File: src/rtl/decode_hazard_ctrl.sv
// rtl/decode_hazard_ctrl.sv - Decode-stage issue controller with register and MMU scoreboards
module decode_hazard_ctrl #(
  parameter int NUM_REGS = 32,
  parameter int ADDR_W   = 5,
  parameter int MAX_MEM  = 2,
  parameter int R0_ZERO  = 1
) (
  input  logic                clk,
  input  logic                reset,
  input  logic                dec_valid,
  input  logic [ADDR_W-1:0]   dec_addr_a,
  input  logic [ADDR_W-1:0]   dec_addr_b,
  input  logic [ADDR_W-1:0]   dec_addr_d,
  input  logic                dec_use_a,
  input  logic                dec_use_b,
  input  logic                dec_write_d,
  input  logic                dec_is_mem,
  input  logic                wb_valid,
  input  logic [ADDR_W-1:0]   wb_addr,
  input  logic                mem_done,
  output logic                issue,
  output logic                stall,
  output logic [NUM_REGS-1:0] busy_vec,
  output logic [2:0]          mem_cnt,
  output logic [31:0]         stall_cycles,
  output logic                err
);

  localparam logic [2:0] MEM_LIMIT = 3'(MAX_MEM);

  logic [NUM_REGS-1:0] busy_q, busy_d;
  logic [2:0]          mem_cnt_q, mem_cnt_d;
  logic [31:0]         stall_cycles_q, stall_cycles_d;
  logic                err_q, err_d;
  logic                hazard;

  // Register 0 is hardwired when R0_ZERO is set, so it never participates in hazards or writes.
  function automatic logic is_r0(input logic [ADDR_W-1:0] adr);
    return (R0_ZERO != 0) && (adr == '0);
  endfunction

  // Hazard from current scoreboard state; no writeback bypass, so a clearing wb only helps next cycle.
  always_comb begin
    hazard = 1'b0;
    if (dec_use_a   && busy_q[dec_addr_a] && !is_r0(dec_addr_a)) hazard = 1'b1;
    if (dec_use_b   && busy_q[dec_addr_b] && !is_r0(dec_addr_b)) hazard = 1'b1;
    if (dec_write_d && busy_q[dec_addr_d] && !is_r0(dec_addr_d)) hazard = 1'b1;
    if (dec_is_mem  && (mem_cnt_q == MEM_LIMIT))                 hazard = 1'b1;
    issue = dec_valid & ~hazard;
    stall = dec_valid &  hazard;
  end

  // Next-state: scoreboard clear/set (set wins), MMU counter, stall counter, sticky error.
  always_comb begin
    busy_d         = busy_q;
    mem_cnt_d      = mem_cnt_q;
    stall_cycles_d = stall_cycles_q;
    err_d          = err_q;

    if (wb_valid && !is_r0(wb_addr)) begin
      if (busy_q[wb_addr]) busy_d[wb_addr] = 1'b0;
      else                 err_d = 1'b1;
    end

    if (issue && dec_write_d && !is_r0(dec_addr_d)) begin
      if (wb_valid && (wb_addr == dec_addr_d)) err_d = 1'b1;
      busy_d[dec_addr_d] = 1'b1;
    end

    if ((issue && dec_is_mem) && !mem_done) begin
      mem_cnt_d = mem_cnt_q + 3'd1;
    end else if (!(issue && dec_is_mem) && mem_done) begin
      if (mem_cnt_q == 3'd0) err_d = 1'b1;
      else                   mem_cnt_d = mem_cnt_q - 3'd1;
    end

    if (stall && (stall_cycles_q != 32'hFFFF_FFFF)) begin
      stall_cycles_d = stall_cycles_q + 32'd1;
    end
  end

  // State registers with asynchronous active-low reset.
  always_ff @(posedge clk or negedge reset) begin
    if (!reset) begin
      busy_q         <= '0;
      mem_cnt_q      <= 3'd0;
      stall_cycles_q <= 32'd0;
      err_q          <= 1'b0;
    end else begin
      busy_q         <= busy_d;
      mem_cnt_q      <= mem_cnt_d;
      stall_cycles_q <= stall_cycles_d;
      err_q          <= err_d;
    end
  end

  assign busy_vec     = busy_q;
  assign mem_cnt      = mem_cnt_q;
  assign stall_cycles = stall_cycles_q;
  assign err          = err_q;

endmodule

File: config.mk
export PLATFORM = sky130hd
export DESIGN_NAME = decode_hazard_ctrl
export DESIGN_NICKNAME = d
export VERILOG_FILES = /design/src/rtl/decode_hazard_ctrl.sv
export SDC_FILE = /design/constraint.sdc
export NUM_CORES = 1
export LEC_CHECK = 0
export CORE_ASPECT_RATIO = 1.5
export CORE_MARGIN = 3
export CORE_UTILIZATION = 55
export CTS_CLUSTER_DIAMETER = 30
export DETAILED_ROUTE_END_ITERATION = 10
export PLACE_DENSITY = 0.83
export SETUP_SLACK_MARGIN = 0.05
export SKIP_LAST_GASP = 1
export SYNTH_ARGS = -nofsm -noshare
export SYNTH_HDL_FRONTEND = slang
export SYNTH_SLANG_ARGS = --single-unit
File: constraint.sdc
create_clock -name clk -period 6.2 [get_ports clk]
set_input_delay 1.55 -clock clk [delete_from_list [all_inputs] [get_ports clk]]
set_output_delay 1.55 -clock clk [all_outputs]
set_load 0.05 [all_outputs]
==> key figures, run 1 <==
Outcome
  – Status: complete, no violations

Floorplan
  – Starting Density: 57.9%
  – Die height: 117 µm
  – Rows: 39
  – Die Area: 9310 µm²
  – IO Count: 99
  – Core area: 7760 µm²
  – Die W: 79.8 µm

Logic synthesis
  – Post-synthesis sequential area ratio: 37.9%
  – Post-synth top area share: 37.9%
  – Post-Syn Area: 4490 µm²
  – Ys Warns: 0
  – Post-synth top cells: dfrtp_1 (68), o21ai_0 (35), nand2_1 (30)
  – Post-synth EDFFs: 0
  – Async set-reset flop share out of synthesis: 100%
  – Synth area leaders: dfrtp_1 (38%), mux4_2 (10%), mux2i_1 (6.2%)
  – Synth unique cells: 52
  – Largest area contributor in the netlist: dfrtp_1
  – Synth Instances: 441
  – Post-Syn Nets: 474
  – Mean post-synth cell area: 10.2 µm²
  – Seq cells post-synth: 68
  – Most common cell in the netlist: dfrtp_1
  – Top FF cell, synth: dfrtp_1

Setup path
  – CP arrival: 4.28 ns
  – Crit path largest cell delay: 0.79 ns
  – Critical R2R Launch: busy_vec[23]
  – R2R cell count: 13
  – RR Endpoint: mem_cnt[2]
  – Slowest stage cell, crit path: clkdlybuf4s50_1
  – CP top delay family: simple AND/OR/NAND/NOR gates
  – Crit path capture type: primary output
  – Crit-path cells: clkdlybuf4s50_1 > mux4_2 > nor4bb_1 > nor3b_1 > and4_4 > nor4_4 > and2_1 > buf_12
  – CP Data Required Time: 4.65 ns
  – Setup slack, reg-to-reg: 2.45 ns
  – Worst path bufs/invs: 2
  – Kind of critical path: input pin to primary output
  – CP startpoint kind: input pin
  – Critical Path Fanout Max: 8

Layout
  – Number of fill cells: 548
  – Fin nets: 561
  – P&R area growth vs syn: 31.0%
  – ANT cells: 0
  – Share of cells above drive strength 1: 11.8%

Timing
  – Setup TNS: 0 ns
  – Slew @ Worst Pin: 0.908 ns
  – Post-route clock period utilization: 94.0%
  – FMAX: 172 MHz
  – Slew headroom: 39.3%
  – Unrepaired setup endpoints after global routing: false
  – Final hold violation count: 0
  – Count of final setup violators: 0
  – Final Skew: 0.00721 ns
  – Final min period: 5.83 ns
  – Hold WS: 0.460 ns
  – Pins over their slew limit: 0

Min path
  – Min-Delay Path Class: register to register
  – Hold_sp: busy_vec[0]
  – Hold path depth: 0
  – Hold Path End: busy_vec[0]

Route
  – Routed len/inst: 22.5 µm
  – Routed Antenna Nets: 0
  – DRC Markers: 0
  – Avg Vias per Cell: 6.72
  – Post-Route WL: 14300 µm
  – Via count: 4269
  – TritonRoute pass-1 iters: 5
  – Number of DRC markers in iteration 0: 604

Clock tree
  – Max clock buf depth: 2
  – H-tree levels: 3
  – Number of buffers created by CTS: 9
  – Clock tree sinks: 68
  – Clock Latency Late Sink: 0.33 ns
  – Postcts setup bufs: 0
  – CTS Hold Buffers Added: 0
  – CTS root buf: clkbuf_16
  – Clock transition at path regs: 0.06 ns
  – PostCTS Resize Cnt: 0
  – TritonCTS clock tree: built

Run
  – # Max-Cap Violations: 0

Place
  – Quantity of I/O buffers inserted on ports: 98
  – GP Congestion: 0.968
  – Hpwl dp: 10400 µm

GRT
  – Gr ovfl total: 0
  – Initial antenna violation count: 0
  – GRT Total Usage: 31.7%
  – First-pass GRT wire length: 22300 µm
  – Vias in the first global route: 4319
  – Largest net degree at the start of global routing: 69

Power
  – Static leakage: 2.45 nW
  – Maximum VDD drop: 320 µV
  – Pwr dens: 342 nW/µm²
[kinds of logic after synthesis]
group | Yosys count | share of synthesized area [%]
AO/OA/AOI/OAI | 90 | 14.2
multiplexers | 53 | 17.5
flip-flops | 68 | 37.9
AND/OR/NAND/NOR | 154 | 19.1
adder cells (fa/ha/maj) | 4 | 1.28
XOR/XNOR | 32 | 6.24
buffers and inverters | 40 | 3.79
[area by class of cell]
| type | instances | area (µm²) | area share, % |
|---|---|---|---|
| tap | 102 | 128 | 2.17 |
| clock buffer | 10 | 229 | 3.89 |
| inverter | 10 | 37.5 | 0.638 |
| multi-input combinational | 333 | 2620 | 44.5 |
| clock inverter | 6 | 113 | 1.91 |
| timing repair buffer | 106 | 1060 | 17.9 |
| sequential | 68 | 1700 | 28.9 |
[worst max-delay path by stage]
stage            end  cells after the start     startpoint  slack (ns)
5_1_grt        issue                      8  dec_addr_b[0]        0.27
6_report       issue                      8  dec_addr_b[0]        0.37
2_1_floorplan  issue                      8  dec_addr_b[0]        0.77
4_1_cts        issue                      8  dec_addr_b[0]        0.39
3_3_place_gp   issue                      8  dec_addr_b[1]        0.45
3_5_place_dp   issue                      8  dec_addr_b[0]        0.41
[cells in the final DEF (no fill, tap or decap), types with 12 or more instances in the layout]
| cell type | count |
|---|---|
| xor2_1 | 28 |
| nor3_1 | 17 |
| nand2_1 | 30 |
| mux4_2 | 20 |
| nor2_1 | 12 |
| clkdlybuf4s50_1 | 95 |
| nand3_1 | 24 |
| o31ai_1 | 25 |
| o21ai_0 | 35 |
| nand4_1 | 13 |
| mux2i_1 | 28 |
| dfrtp_1 | 68 |
[power breakdown]
| part | total (mW) | switching [mW] | internal (mW) | leakage [nW] |
|---|---|---|---|---|
| logic | 0.784 | 0.485 | 0.299 | 1.38 |
| clock network | 0.583 | 0.190 | 0.393 | 0.167 |
| registers | 0.649 | 0.132 | 0.517 | 0.897 |
| total | 2.02 | 0.807 | 1.21 | 2.45 |
[flip-flops by register name, indices dropped and copies added (netlist names)]
signal / cells
busy_vec: 32
err: 1
mem_cnt: 3
stall_cycles: 32
[metal layers]
layer	GRT usage (%)	share of wire, %	vias to the layer above
li1	-	-	1867
met4	17.6	5.4	0
met5	0	0	-
met1	35.2	36	2072
met3	6.02	7.1	70
met2	56.5	52	260
[metrics by stage]
stage	worst slack (ns)	utilization, %	power, mW	instances	area (µm²)
finish	0.374	75.9	2.02	635	5890
global route	0.266	75.9	2.09	635	5890
CTS	0.386	75.9	2.02	635	5890
detailed placement	0.405	71.5	1.43	619	5550
global placement	0.446	71.5	1.41	619	5550
floorplan	0.774	-	1.13	441	4490
Power figures use the tool's default switching activity.
==> run 2: changes to the inputs <==
--- a/config.mk
+++ b/config.mk
@@ -5,6 +5,7 @@
 export SDC_FILE = /design/constraint.sdc
 export NUM_CORES = 1
 export LEC_CHECK = 0
+export CAP_MARGIN = 5
 export CORE_ASPECT_RATIO = 1.5
 export CORE_MARGIN = 3
 export CORE_UTILIZATION = 55
==> results of run 2 <==
Same layout as run 1: the final DEF is identical, and so are final timing and power.
==> run 3: changes to the inputs <==
--- a/config.mk
+++ b/config.mk
@@ -9,7 +9,7 @@
 export CORE_ASPECT_RATIO = 1.5
 export CORE_MARGIN = 3
 export CORE_UTILIZATION = 55
-export CTS_CLUSTER_DIAMETER = 30
+export CTS_CLUSTER_DIAMETER = 50
 export DETAILED_ROUTE_END_ITERATION = 10
 export PLACE_DENSITY = 0.83
 export SETUP_SLACK_MARGIN = 0.05
==> results of run 3 <==
Same layout as run 1: the final DEF is identical, and so are final timing and power.
